### config.mk
export PLATFORM = sky130hd
export DESIGN_NAME = exec_step_ctrl
export DESIGN_NICKNAME = d
export VERILOG_FILES = /design/src/rtl/exec_ctrl_pkg.sv /design/src/rtl/exec_retire_cnt.sv /design/src/rtl/exec_step_ctrl.sv
export SDC_FILE = /design/constraint.sdc
export NUM_CORES = 1
export LEC_CHECK = 0
export CORE_ASPECT_RATIO = 1.75
export CORE_MARGIN = 2
export CORE_UTILIZATION = 39
export DETAILED_ROUTE_END_ITERATION = 6
export PLACE_DENSITY = 0.72
export SETUP_SLACK_MARGIN = 0.4
export SYNTH_ARGS = -nofsm -noshare
export SYNTH_HDL_FRONTEND = slang
export SYNTH_SLANG_ARGS = --single-unit
### constraint.sdc
create_clock -name clk -period 3.6 [get_ports clk]
set_clock_uncertainty 0.1 [all_clocks]
set_input_delay 0.54 -clock clk [delete_from_list [all_inputs] [get_ports clk]]
set_output_delay 0.54 -clock clk [all_outputs]
set_load 0.01 [all_outputs]
### src/rtl/exec_ctrl_pkg.sv
// Shared encodings for the execution controller: FSM states, host command
// opcodes and halt causes.
package exec_ctrl_pkg;

  localparam logic [1:0] ST_HALTED_ENC = 2'b00;
  localparam logic [1:0] ST_RUN_ENC    = 2'b01;
  localparam logic [1:0] ST_STEP_ENC   = 2'b10;

  localparam logic [1:0] CMD_HALT_ENC    = 2'b00;
  localparam logic [1:0] CMD_RUN_ENC     = 2'b01;
  localparam logic [1:0] CMD_STEP_N_ENC  = 2'b10;
  localparam logic [1:0] CMD_CLR_CNT_ENC = 2'b11;

  localparam logic [1:0] HC_RESET_ENC      = 2'b00;
  localparam logic [1:0] HC_HOST_ENC       = 2'b01;
  localparam logic [1:0] HC_BREAKPOINT_ENC = 2'b10;
  localparam logic [1:0] HC_HALT_INSTR_ENC = 2'b11;

  typedef enum logic [1:0] {
    S_HALTED = ST_HALTED_ENC,
    S_RUN    = ST_RUN_ENC,
    S_STEP   = ST_STEP_ENC
  } exec_state_t;

  typedef enum logic [1:0] {
    C_HALT    = CMD_HALT_ENC,
    C_RUN     = CMD_RUN_ENC,
    C_STEP_N  = CMD_STEP_N_ENC,
    C_CLR_CNT = CMD_CLR_CNT_ENC
  } exec_cmd_t;

  typedef enum logic [1:0] {
    HC_RESET      = HC_RESET_ENC,
    HC_HOST       = HC_HOST_ENC,
    HC_BREAKPOINT = HC_BREAKPOINT_ENC,
    HC_HALT_INSTR = HC_HALT_INSTR_ENC
  } halt_cause_t;

endpackage

### src/rtl/exec_retire_cnt.sv
// Retired-instruction counter: wraps modulo 2^CNT_W, synchronous clear has
// priority over a simultaneous increment.
module exec_retire_cnt #(
  parameter int CNT_W = 32
) (
  input  logic             clk,
  input  logic             rst,
  input  logic             clr,
  input  logic             inc,
  output logic [CNT_W-1:0] count
);

  // Count commits; clear wins so CLR_CNT always leaves the counter at zero.
  always_ff @(posedge clk or posedge rst) begin
    if (rst) begin
      count <= '0;
    end else if (clr) begin
      count <= '0;
    end else if (inc) begin
      count <= count + CNT_W'(1);
    end
  end

endmodule

### src/rtl/exec_step_ctrl.sv
// Execution controller for the single-cycle datapath. commit_en gates PC,
// register-file and data-memory writes; host commands run, halt or step the
// core, and breakpoints / halt instructions stop it before execution.
//
// Command handshake: cmd_valid is a one-cycle strobe with no ready/backpressure.
// Every command presented with cmd_valid high is consumed at that rising edge;
// a command illegal in the current state is dropped and cmd_err pulses for
// one cycle after that edge.
module exec_step_ctrl
  import exec_ctrl_pkg::*;
#(
  parameter int PC_W     = 32,
  parameter int CNT_W    = 32,
  parameter int NSTEP_W  = 16,
  parameter int AUTO_RUN = 1
) (
  input  logic               clk,
  input  logic               rst,
  input  logic               cmd_valid,
  input  logic [1:0]         cmd_op,
  input  logic [NSTEP_W-1:0] cmd_count,
  input  logic               bp_en,
  input  logic [PC_W-1:0]    bp_addr,
  input  logic [PC_W-1:0]    pc,
  input  logic               halt_instr,
  output logic               commit_en,
  output logic [1:0]         state,
  output logic               halted,
  output logic [1:0]         halt_cause,
  output logic               cmd_err,
  output logic [CNT_W-1:0]   retired
);

  localparam exec_state_t RST_STATE  = (AUTO_RUN != 0) ? S_RUN : S_HALTED;
  localparam logic        RST_HALTED = (AUTO_RUN == 0);

  exec_state_t        st;
  halt_cause_t        cause;
  logic [NSTEP_W-1:0] remaining;
  logic               bp_skip;

  exec_cmd_t   op;
  logic        running;
  logic        bp_hit;
  logic        host_halt;
  logic        stop_any;
  halt_cause_t stop_cause;
  logic        cmd_bad;
  logic        cnt_clr;

  assign op        = exec_cmd_t'(cmd_op);
  assign running   = (st == S_RUN) || (st == S_STEP);
  assign bp_hit    = bp_en && (pc == bp_addr) && !bp_skip;
  assign host_halt = cmd_valid && (op == C_HALT);
  assign stop_any  = bp_hit || halt_instr || host_halt;
  // Masked by rst so nothing retires while reset is held, even in AUTO_RUN.
  assign commit_en = running && !stop_any && !rst;
  assign cnt_clr   = cmd_valid && (op == C_CLR_CNT);

  assign state      = st;
  assign halt_cause = cause;

  // Stop priority: breakpoint, then halt instruction, then host HALT.
  always_comb begin
    stop_cause = HC_HOST;
    if (bp_hit) begin
      stop_cause = HC_BREAKPOINT;
    end else if (halt_instr) begin
      stop_cause = HC_HALT_INSTR;
    end
  end

  // Decide whether the presented command is illegal in the current state.
  always_comb begin
    cmd_bad = 1'b0;
    if (cmd_valid) begin
      case (st)
        S_HALTED: cmd_bad = (op == C_STEP_N) && (cmd_count == '0);
        S_RUN:    cmd_bad = (op == C_STEP_N);
        S_STEP:   cmd_bad = (op == C_RUN) || (op == C_STEP_N);
        default:  cmd_bad = 1'b0;
      endcase
    end
  end

  // Control FSM: run/step/halt transitions, step budget and breakpoint skip.
  always_ff @(posedge clk or posedge rst) begin
    if (rst) begin
      st        <= RST_STATE;
      halted    <= RST_HALTED;
      cause     <= HC_RESET;
      remaining <= '0;
      bp_skip   <= 1'b0;
      cmd_err   <= 1'b0;
    end else begin
      cmd_err <= cmd_bad;
      case (st)
        S_HALTED: begin
          if (cmd_valid && op == C_RUN) begin
            st      <= S_RUN;
            halted  <= 1'b0;
            bp_skip <= 1'b1;
          end else if (cmd_valid && op == C_STEP_N && cmd_count != '0) begin
            st        <= S_STEP;
            halted    <= 1'b0;
            remaining <= cmd_count;
            bp_skip   <= 1'b1;
          end
        end
        S_RUN, S_STEP: begin
          // The skip only covers the first running cycle after a resume.
          bp_skip <= 1'b0;
          if (stop_any) begin
            st        <= S_HALTED;
            halted    <= 1'b1;
            cause     <= stop_cause;
            remaining <= '0;
          end else if (st == S_STEP) begin
            remaining <= remaining - NSTEP_W'(1);
            if (remaining == NSTEP_W'(1)) begin
              st     <= S_HALTED;
              halted <= 1'b1;
              cause  <= HC_HOST;
            end
          end
        end
        default: begin
          st        <= S_HALTED;
          halted    <= 1'b1;
          remaining <= '0;
          bp_skip   <= 1'b0;
        end
      endcase
    end
  end

  exec_retire_cnt #(
    .CNT_W (CNT_W)
  ) u_retire_cnt (
    .clk   (clk),
    .rst   (rst),
    .clr   (cnt_clr),
    .inc   (commit_en),
    .count (retired)
  );

endmodule

# After elaboration in Yosys (flattened, before gate mapping)
# Cells that the tools add are included.
[totals]
ff_bits = 55
in_bits = 87
output_inout_bits = 39
wordCells = 78
[classes]
n_addsub = 2
eq_ne = 12
n_mux = 29
n_reduce_logical = 28
[ops]
columns = ["operator", "count"]
rows = [
  ["$mux 16", 4],
  ["$mux 32", 2],
  ["$add 32x1->32 const B", 1],
  ["$eq 32x32->1", 1],
  ["$pmux 16 s2", 1],
  ["$mux 2", 10],
  ["$eq 16x1->1 const B", 1],
  ["$logic_not 16->1", 1],
  ["$reduce_bool 16->1", 1],
  ["$sub 16x1->16 const B", 1],
  ["$logic_and 1x1->1", 10],
  ["$mux 1", 9],
  ["$ne 3x3->1 const B", 3],
  ["$reduce_and 3->1", 3],
  ["$eq 2x2->1 const B", 3],
  ["$reduce_bool 2->1", 3],
  ["$eq 2x1->1 const B", 2],
  ["$logic_not 2->1", 2],
  ["$logic_or 1x1->1", 4],
  ["$ne 2x2->1 const B", 2],
  ["$pmux 2 s2", 1],
  ["$logic_not 1->1", 3],
  ["$pmux 1 s3", 1],
  ["$pmux 1 s2", 1],
  ["$reduce_or 2->1", 1],
]

# Longest topological paths before layout
# Gate-level depths: netlist (run 1).
[logic_depth]
word_depth = 10
mapped_depth = 10
ltp_nobuf = 9

# Hierarchy
# From an unflattened synthesis (run 1), not the netlist that was laid out.
[hier_totals]
hier_cells = 436
area_unflattened_um2 = 3900.0
[by_module_without_submodules]
columns = ["mod", "n_inst", "cells_each", "area_per_inst_um2"]
rows = [
  ["exec_step_ctrl", 1, 252, 2150.8],
  ["exec_retire_cnt", 1, 184, 1749.2],
]

# Worst setup path after synthesis (run 1)
# OpenSTA, ideal clock, no wires.
[synth_timing]
path_type = "in2reg"
from = "input port rst"
to = "register u_retire_cnt.count[24]"
arrival_ns = 2.745
slack_ns = 0.623
cell_stages = 6
path_buffers = 1
cell_sequence = "inv_1 -> and4_2 -> clkbuf_1 -> nand4_1 -> xor2_1 -> nor2_1"
[synth_via]
elab_chain_len = 3
[synth_lines]
columns = ["item", "line", "rtl"]
rows = [
  ["start: declaration", "exec_step_ctrl.sv:18", "input logic rst,"],
  ["$logic_not 1->1 (no line)", "n/a", ""],
  ["$logic_and 1x1->1", "exec_step_ctrl.sv:57", "assign commit_en = running && !stop_any && !rst;"],
  ["$reduce_bool 2->1 (no line)", "n/a", ""],
  ["end signal: assignment", "exec_retire_cnt.sv:20", "count <= count + CNT_W'(1);"],
  ["end: declaration", "exec_retire_cnt.sv:10", "output logic [CNT_W-1:0] count"],
]
# Every way passes these cells.
# A chain may end at the register's enable or synchronous reset.

# Worst setup path after layout (run 1)
[layout_timing]
from = "register st[0] (netlist: state[0])"
to = "register u_retire_cnt.count[9]"
[layout_via]
elab_chain_len = 5
elab_cells_between_ends = 6
[layout_lines]
columns = ["item", "line", "rtl"]
rows = [
  ["start: declaration", "exec_step_ctrl.sv:37", "exec_state_t st;"],
  ["start signal: assignment", "exec_step_ctrl.sv:89", "st <= RST_STATE;"],
  ["start signal: assignment", "exec_step_ctrl.sv:100", "st <= S_RUN;"],
  ["start signal: assignment", "exec_step_ctrl.sv:104", "st <= S_STEP;"],
  ["$eq 2x1->1 / $eq 2x2->1 (equally long branches)", "exec_step_ctrl.sv:52", "assign running = (st == S_RUN) || (st == S_STEP);"],
  ["$logic_or 1x1->1 *", "exec_step_ctrl.sv:52", ""],
  ["$logic_and 1x1->1 * (2 in series)", "exec_step_ctrl.sv:57", ""],
  ["$reduce_bool 2->1 (no line) *", "n/a", ""],
]
# Every way passes the cells marked *; elsewhere a longest branch is shown, timed or not.

==> flow_summary.json, run 1 <==
{
  "result_of_the_run": "complete, no violations",
  "initial_utilization_pct": 40.0,
  "post_synth_main_area_contributors": "dfrtp_1, xnor2_1, xor2_1",
  "timing.critical_path.slowest_stage_cell": "dfstp_2",
  "die_height_um": 131,
  "largest_net_degree_at_the_start_of_global_routing": 57,
  "cts_hold_buf": 0,
  "synth.most_common_cell": "dfrtp_1",
  "dr_vias": 3547,
  "cts.clk_slew.worst_paths_ps": 70,
  "max_freq_ghz": 0.354,
  "fin_total_pwr_uw": 2350,
  "arrival_ps": 2950,
  "placement.io_buffers": 125,
  "number_of_slew_limit_violations_in_the_final_report": 0,
  "clkLatencyLatePin_ps": 290,
  "routed_wl_um": 10100,
  "finish.cell_count_without_fillers": 642,
  "ys_dominant_reg_cell": "dfrtp_1",
  "synth_enable_flop_cells": 0,
  "worstPathBufferInverterCount": 1,
  "routed_wl_per_cell_um": 15.8,
  "chipWidth_um": 76.8,
  "yosys_warnings": 0,
  "clock-sinks": 55,
  "worst-path-max-fanout": 12,
  "crit_chain": "inv_1 -> ha_1 -> nand2b_1 -> a21oi_4 -> nand4_1 -> nor2_4 -> nand2_1 -> or4_1 -> nand2_1",
  "finalSetupTns_ps": 0,
  "cts_tree": "done",
  "drc": 0,
  "syn-cell-area_mm2": 0.00362,
  "synth.largest_area_cell": "dfrtp_1",
  "maxCapViolations": 0,
  "core.rowCount": 46,
  "fillers": 842,
  "setup-violations-final": 0,
  "dp_hpwl_um": 8020,
  "netlist-cell-type-count": 60,
  "vdd_ir_drop_max_uv": 245,
  "cpMostUsedCell": "nand2_1",
  "first_global_vias": 3581,
  "dr.first_iter.drc_count": 143,
  "core-area_mm2": 0.00904,
  "ys_ff_latch": 55,
  "final_cycle_utilization_of_the_critical_path_pct": 78.4,
  "cts_max_level": 2,
  "leakage_uw": 0.00208,
  "syn_area_per_cell_um2": 9.02,
  "place.detailed.instances": 634,
  "synth_largest_type_area_fraction_pct": 37.4,
  "layout-drive-gt1-share_pct": 6.51,
  "final_nets": 619,
  "crit_path_end_kind": "flop",
  "slowest_delay_ps": 580,
  "syn_nets": 499,
  "synth_cells": 401,
  "worst_slack_setup_final_ps": 777,
  "number_of_antenna_violations_at_the_first_check_in_global_routing": 0,
  "relSlewSlack_pct": 36.7,
  "finalCriticalPeriod_ps": 2820,
  "fin_hold_ws_ps": 399,
  "num_io_pins": 126,
  "area_delta_synth_final_pct": 41.8,
  "ctsRootBufferMaster": "clkbuf_16",
  "hold_viol": 0,
  "globalRoute.totalOverflow": 0,
  "wire_length_of_the_first_global_routing_pass_um": 16900,
  "drt_pass1_iterations": 4,
  "async_reset_ff_share_pct": 100,
  "power_density_mw_per_mm2": 459,
  "grt.total_usage_pct": 20.6,
  "worst_setup_path_start_kind": "flop",
  "route.detailed.vias_per_inst": 5.52,
  "min-delay-path-class": "reg -> reg",
  "crit_required_ps": 3730,
  "route.antenna.remaining_nets": 0,
  "rsz_0062_raised_after_global_routing": "no",
  "antenna_cells": 0,
  "critical-path-top-delay-family": "simple AND/OR/NAND/NOR gates",
  "crit_type": "reg -> reg",
  "synthTopCellsByCount": "dfrtp_1, nand2_1, nor2_1",
  "ff_latch_area_mm2": 0.00138,
  "synth.yosys.seq_area_share_pct": 38.1,
  "combined_area_of_the_multi_input_logic_cells_mm2": 0.00213,
  "clk_path_buf_depth": 2,
  "place_ws_ps": 396,
  "post_cts.repair.setup_buffers": 0,
  "design.die.area_mm2": 0.0101,
  "total_cts_buffers": 5,
  "gpl_wtd_cong": 0.935,
  "worst-slew-pin-transition_ps": 941
}
==> sequential cells by signal (all words and copies together) (netlist names) <==
register and count:
bp_skip 1, state 2, halt_cause 2, cmd_err 1, u_retire_cnt.count 32, halted 1, remaining 16
==> cells by family after synthesis <==
| kind of cell | after synthesis | synth area share (%) |
|---|---|---|
| xor gates and xnor gates | 55 | 13.3 |
| and+or+nand+nor | 178 | 26.4 |
| buffers and inverters | 28 | 3.49 |
| adders and majority gates | 11 | 3.80 |
| DFF | 55 | 38.1 |
| AOI/OAI and AO/OA | 71 | 14.1 |
| muxes | 3 | 0.830 |
==> power breakdown <==
group          switching (uW)  internal [uW]  leakage, uW
registers                 127            742     0.000729
clock network             218            257    0.0000669
logic                     534            472      0.00128
==> through the flow <==
stage                     utilization [%]  area [um^2]
after floorplan                         -         3620
after global placement               55.0         4970
after detailed placement             55.0         4970
after CTS                            56.6         5120
after global routing                 56.7         5130
final                                56.7         5130
==> cell type report <==
cell class              count  share of cell area, %
repair buffers            129                   25.0
multi-input cells         318                   41.5
well taps                 120                   2.93
clock buffers               6                   2.51
flip-flops and latches     55                   26.9
clock inverters             2                  0.244
inverters                  12                  0.878
==> layer usage <==
metal	part of all wire, %	vias to the layer above	global-route usage (%)
li1	-	1698	-
met1	36	1666	21.6
met2	56	165	40.4
met3	5.8	18	3.23
met4	2.1	0	6.57
met5	0	-	0
==> cells in the final DEF (no fill, tap or decap), drive strengths merged, types with 2 or more instances in the layout <==
master         instances
or4                    4
clkbuf                 6
xnor2                 32
buf                    4
and4b                  3
o22ai                  2
ha                    11
and2                   2
and4                   4
a221o                  3
or2                    3
nor2                  39
dfrtp                 54
a22o                   6
xor2                  23
nor4                   9
o21a                   3
o2bb2ai                3
o31ai                 12
a22oi                  5
nor3                   9
o31a                   2
or3                    6
nand2b                 5
nand4                 23
clkdlybuf4s50        124
o22a                   2
and3                   7
inv                   12
mux2i                  3
a21oi                  8
nand3                 19
nand2                 40
o21ai                 14
o211ai                 3
==> path summary, 6_finish.rpt <==
path,startpoint,to,slack (ps),cells past startpoint
worst max-delay path,state[0]$_DFFE_PP1P_,u_retire_cnt.count[9]$_DFFE_PP0P_,780,9
worst min register to register,halted$_DFFE_PP0P_,halted$_DFFE_PP0P_,400,1
worst max register to register,state[0]$_DFFE_PP1P_,u_retire_cnt.count[9]$_DFFE_PP0P_,780,9
min in group asynchronous,rst,u_retire_cnt.count[15]$_DFFE_PP0P_,870,3
max in group asynchronous,rst,remaining[9]$_DFFE_PP0P_,2070,3
worst min-delay path,halted$_DFFE_PP0P_,halted$_DFFE_PP0P_,400,1
==> timing repair <==
| action | 4_1_cts | 5_1_grt |
|---|---|---|
| pin swaps | 0 | 2 |
| hold endpoints to repair | 0 | 0 |
| endpoints found under the setup margin | 1 | 1 |
| gates resized for setup | 1 | 3 |
==> worst register-to-register path, stage by stage, from the launching register on <==
cell	delay, ps
dfstp_2	580
inv_1	90
ha_1	330
nand2b_1	130
a21oi_4	220
nand4_1	180
nor2_4	240
nand2_1	270
or4_1	530
nand2_1	80
Power figures use the tool's default switching activity.
==> inputs of run 2 (changes only) <==
==> constraint.sdc (replaced) <==
create_clock -name clk -period 2.6 [get_ports clk]
set_clock_uncertainty 0.1 [all_clocks]
set_input_delay 0.39 -clock clk [delete_from_list [all_inputs] [get_ports clk]]
set_output_delay 0.39 -clock clk [all_outputs]
set_load 0.01 [all_outputs]
==> flow_summary.json, run 2 (same netlist as run 1, synthesis figures left out) <==
{
  "min_from": "halted$_DFFE_PP0P_",
  "rsz_0062_raised_after_global_routing": "yes",
  "number_of_slew_limit_violations_in_the_final_report": 0,
  "routed_wl_um": 11200,
  "end_of_the_worst_register_to_register_path": "u_retire_cnt.count[29]$_DFFE_PP0P_",
  "ctsRootBufferMaster": "clkbuf_16",
  "min-delay-path-class": "reg -> reg",
  "layout-drive-gt1-share_pct": 26.5,
  "cts_tree": "done",
  "final_nets": 660,
  "hold_viol": 0,
  "fillers": 794,
  "drc": 0,
  "power_share_of_the_clock_group_pct": 18.8,
  "commonest_non_fill_non_tap_cell_in_the_layout": "clkdlybuf4s50_1",
  "largest-register": "u_retire_cnt.count",
  "design.die.area_mm2": 0.0101,
  "worst_hold_path.num_cells": 1,
  "power.share.sequential_pct": 32.1,
  "non_filler_cell_area_final_mm2": 0.00573,
  "route.detailed.vias_per_inst": 5.53,
  "dr_vias": 3774,
  "placedInstanceArea_mm2": 0.00516,
  "number_of_antenna_violations_at_the_first_check_in_global_routing": 0,
  "holdPathEnd": "halted$_DFFE_PP0P_",
  "arrival_ps": 1800,
  "dp_hpwl_um": 8020,
  "power.switching_uw": 1460,
  "initial_utilization_pct": 40.0,
  "worst-path-max-fanout": 2,
  "route.antenna.remaining_nets": 0,
  "reg.largest.list": "u_retire_cnt.count (32), remaining (16)",
  "clk_path_buf_depth": 2,
  "cts_hold_buf": 0,
  "drt_pass1_iterations": 4,
  "globalRoute.totalOverflow": 0,
  "finalCriticalPeriod_ps": 2290,
  "power_density_mw_per_mm2": 657,
  "maxCapViolations": 0,
  "fin_hold_ws_ps": 405,
  "core.rowCount": 46,
  "chipWidth_um": 76.8,
  "num_io_pins": 126,
  "largest_net_degree_at_the_start_of_global_routing": 56,
  "vdd_ir_drop_max_uv": 483,
  "leakage_uw": 0.00242,
  "crit_path_end_kind": "output pin",
  "die_height_um": 131,
  "placement.io_buffers": 125,
  "p_int_uw": 2300,
  "worst_setup_path_start_kind": "flop",
  "worst-slew-pin-transition_ps": 745,
  "routed_wl_per_cell_um": 16.4,
  "wire_length_of_the_first_global_routing_pass_um": 18100,
  "core-area_mm2": 0.00904,
  "gpl_wtd_cong": 0.885,
  "total_cts_buffers": 5,
  "crit_required_ps": 2110,
  "antenna_cells": 0,
  "crit_type": "reg -> out",
  "grt.total_usage_pct": 21.8,
  "cts.clk_slew.worst_paths_ps": 70,
  "cts_max_level": 2,
  "layout_common_cells": "clkdlybuf4s50_1, dfrtp_1, nor2_1",
  "reg2reg_from": "state[0]$_DFFE_PP1P_",
  "combinational_fraction_of_design_power_pct": 49.1,
  "dr.first_iter.drc_count": 178,
  "first_global_vias": 3878,
  "largest_reg_flops": 32,
  "clock-sinks": 55,
  "relSlewSlack_pct": 50.3,
  "netSwitchingFraction_pct": 38.8,
  "final_cycle_utilization_of_the_critical_path_pct": 88.1,
  "worst-r2r-setup-slack_ps": 340,
  "max_freq_ghz": 0.437,
  "clkLatencyLatePin_ps": 300,
  "result_of_the_run": "complete, no violations",
  "area_delta_synth_final_pct": 58.4,
  "setup-violations-final": 0,
  "worst_r2r_path_depth": 11
}
## run 2: per-stage QoR
stage	total power [uW]	std cells	setup TNS, ps	setup slack [ps]	utilization (%)
6_report	3760	683	0	310	63.4
3_3_place_gp	2680	651	-3740	-263	57.1
3_5_place_dp	2740	651	-4350	-270	57.1
2_1_floorplan	2130	401	0	297	-
4_1_cts	3610	676	0	348	60.9
5_1_grt	3980	683	0	251	63.4
## run 2: worst max-delay path by stage
stage	depth (start not counted)	slack [ps]	startpoint	end
final	8	310	state[0]$_DFFE_PP1P_	commit_en
after global placement	8	-260	bp_addr[8]	commit_en
after CTS	10	350	state[0]$_DFFE_PP1P_	u_retire_cnt.count[13]$_DFFE_PP0P_
after detailed placement	8	-270	bp_addr[23]	commit_en
after floorplan	10	300	state[0]$_DFFE_PP1P_	u_retire_cnt.count[13]$_DFFE_PP0P_
after global routing	8	250	state[0]$_DFFE_PP1P_	commit_en
## run 2: area by class of cell
type	count	area (um^2)	share of cell area, %
Clock buffer	5	125	2.18
Clock inverter	3	22.5	0.393
Inverter	12	48.8	0.852
Multi-Input combinational cell	319	2480	43.3
Sequential cell	55	1380	24.1
Tap cell	120	150	2.62
Timing Repair Buffer	169	1520	26.6
## run 2: repair_timing
action                     in CTS  in global routing
setup endpoints to repair      51                 49
buffers inserted               15                  7
gates cloned                    2                  0
resized for setup             106                108
pin swaps                      52                 41
## run 2: routing by layer
| metal | share of wire [%] | vias up | global-route usage, % |
|---|---|---|---|
| met5 | 0 | - | 0 |
| met4 | 1.7 | 0 | 8.69 |
| met3 | 5.3 | 13 | 3.91 |
| met2 | 57 | 162 | 41.5 |
| met1 | 36 | 1820 | 23.1 |
| li1 | - | 1779 | - |
## run 2: critical path, cell delays in order (launching register included)
cell and delay, ps:
dfstp_2 540, inv_2 50, ha_4 280, nand2b_4 60, a21oi_4 130, buf_4 140, nand2_4 60, nor2_4 130
buf_6 120
## run 2: power groups by stage
stage | clock network (uW) | registers, uW | logic (uW)
global route | 756 | 1230 | 2000
CTS | 724 | 1190 | 1690
detailed placement | 0 | 1210 | 1530
global placement | 0 | 1210 | 1480
finish | 707 | 1210 | 1850
floorplan | 0 | 1190 | 944
==> inputs of run 3 (changes only) <==
--- a/config.mk
+++ b/config.mk
@@ -6,7 +6,7 @@
 export NUM_CORES = 1
 export LEC_CHECK = 0
 export CORE_ASPECT_RATIO = 1.75
-export CORE_MARGIN = 2
+export CORE_MARGIN = 1
 export CORE_UTILIZATION = 39
 export DETAILED_ROUTE_END_ITERATION = 6
 export PLACE_DENSITY = 0.72
==> flow_summary.json, run 3 (same netlist as run 1, synthesis figures left out) <==
{
  "number_of_antenna_violations_at_the_first_check_in_global_routing": 0,
  "cts_tree": "done",
  "crit_start": "state[0]$_DFFE_PP1P_",
  "non_filler_cell_area_final_mm2": 0.00575,
  "dr.first_iter.drc_count": 194,
  "arrival_ps": 1830,
  "result_of_the_run": "complete, no violations",
  "reg2reg_from": "state[0]$_DFFE_PP1P_",
  "routed_wl_um": 11300,
  "ctsRootBufferMaster": "clkbuf_16",
  "core-area_mm2": 0.00904,
  "power.share.sequential_pct": 32.2,
  "layout_common_cells": "dfrtp_1, dlygate4sd2_1, clkdlybuf4s50_1",
  "final_nets": 663,
  "worst_setup_path_start_kind": "flop",
  "end_of_the_worst_register_to_register_path": "u_retire_cnt.count[9]$_DFFE_PP0P_",
  "globalRoute.totalOverflow": 0,
  "worst_r2r_path_depth": 10,
  "worst-path-max-fanout": 3,
  "crit_path_end_kind": "output pin",
  "dr_vias": 3827,
  "finalSetupTns_ps": 0,
  "power_density_mw_per_mm2": 653,
  "largest_reg_flops": 32,
  "final_core_utilization_pct": 63.6,
  "largest-register": "u_retire_cnt.count",
  "cts_max_level": 2,
  "die_height_um": 129,
  "drc": 0,
  "num_io_pins": 126,
  "min_from": "cmd_count[1]",
  "crit_type": "reg -> out",
  "slowest_delay_ps": 550,
  "netSwitchingFraction_pct": 38.2,
  "routed_wl_per_cell_um": 16.5,
  "leakage_uw": 0.00252,
  "drt_pass1_iterations": 5,
  "final_cycle_utilization_of_the_critical_path_pct": 89.4,
  "worst-slew-pin-transition_ps": 771,
  "max_freq_ghz": 0.430,
  "total_cts_buffers": 5,
  "clock-sinks": 55,
  "timing.critical_path.slowest_stage_cell": "dfstp_2",
  "route.detailed.vias_per_inst": 5.58,
  "commonest_non_fill_non_tap_cell_in_the_layout": "dfrtp_1",
  "first_global_vias": 3881,
  "placement.io_buffers": 125,
  "power.switching_uw": 1430,
  "vdd_ir_drop_max_uv": 546,
  "route.antenna.remaining_nets": 0,
  "dp_hpwl_um": 8140,
  "grt.total_usage_pct": 22.9,
  "area_delta_synth_final_pct": 58.9,
  "initial_utilization_pct": 40.0,
  "place.detailed.instances": 656,
  "finish.cell_count_without_fillers": 686,
  "min-delay-path-class": "in -> reg",
  "rsz_0062_raised_after_global_routing": "yes",
  "hold_viol": 0,
  "reg.largest.list": "u_retire_cnt.count (32), remaining (16)",
  "maxCapViolations": 0,
  "antenna_cells": 0,
  "layout-drive-gt1-share_pct": 22.3,
  "relSlewSlack_pct": 48.6,
  "gpl_wtd_cong": 0.940,
  "fin_total_pwr_uw": 3750,
  "clkLatencyLatePin_ps": 290,
  "crit_required_ps": 2110,
  "setup-violations-final": 0,
  "placedInstanceArea_mm2": 0.00520,
  "chipWidth_um": 74.8,
  "endpoint_of_the_most_critical_setup_path": "commit_en",
  "crit_chain": "inv_2 -> ha_4 -> nand2b_4 -> a21oi_4 -> buf_4 -> nand2_4 -> nor2_4 -> buf_6",
  "clk_path_buf_depth": 2,
  "cts.clk_slew.worst_paths_ps": 70,
  "largest_net_degree_at_the_start_of_global_routing": 56,
  "core.rowCount": 46,
  "finalCriticalPeriod_ps": 2320,
  "p_int_uw": 2320,
  "wire_length_of_the_first_global_routing_pass_um": 17100,
  "power_share_of_the_clock_group_pct": 19.0,
  "number_of_slew_limit_violations_in_the_final_report": 0,
  "worst-r2r-setup-slack_ps": 310,
  "combinational_fraction_of_design_power_pct": 48.8,
  "design.die.area_mm2": 0.00968
}
run 3: changes by cell type in the layout (fill, tap and decap cells not counted), moves of 7 or more:
cell	change
dlygate4sd2_1	+21
clkbuf_2	-12
dlymetal6s2s_1	+7
clkdlybuf4s50_1	-15
run 3: worst min path at each step:
| stage | cells past startpoint | to | slack [ps] |
|---|---|---|---|
| floorplan | 1 | bp_skip$_DFFE_PP0P_ | 360 |
| global placement | 1 | halted$_DFFE_PP0P_ | 380 |
| detailed placement | 1 | halted$_DFFE_PP0P_ | 390 |
| CTS | 1 | halted$_DFFE_PP0P_ | 420 |
| global route | 3 | remaining[9]$_DFFE_PP0P_ | 380 |
| finish | 3 | remaining[1]$_DFFE_PP0P_ | 360 |
run 3: per-stage QoR:
| stage | setup slack (ps) | hold slack, ps |
|---|---|---|
| after floorplan | 297 | 365 |
| after global placement | -295 | 375 |
| after detailed placement | -299 | 392 |
| after CTS | 353 | 417 |
| after global routing | 199 | 384 |
| final | 276 | 362 |
run 3: power groups by stage:
stage                     Clock, uW  Sequential [uW]  Combinational (uW)
after global placement            0             1200                1490
after detailed placement          0             1200                1530
final                           712             1210                1830
after floorplan                   0             1190                 944
after CTS                       726             1200                1690
after global routing            751             1230                1960
run 3: what timing repair did:
item                       in CTS  in global routing
resized for setup             115                 66
pin swaps                      57                 48
buffers inserted                9                  9
setup endpoints to repair      49                 49
cloned                          2                  2
hold buffers                    0                  0
run 3: layout make-up:
class	count	area [um^2]
tap	120	150
sequential	55	1380
clock buffer	6	139
timing repair buffer	171	1600
fill	789	3290
inverter	12	48.8
clock inverter	2	16.3
multi-input combinational	320	2420
run 3: layer usage:
metal  routed length (um)  part of all wire, %  GRT usage [%]  up-vias
li1                     -                    -              -     1785
met2                 6400                   57           44.5      180
met3                  528                  4.7           2.88       34
met4                  434                  3.8           12.3        0
met1                 3920                   35           22.3     1828
met5                    0                    0              0        -
run 3: worst max-delay path, delay by kind of cell (launching register included):
kind / cells / cell delay [ps]
buffers and inverters: 3 / 340
and+or+nand+nor: 3 / 240
DFF: 1 / 550
adders and majority gates: 1 / 290
AOI/OAI and AO/OA: 1 / 140
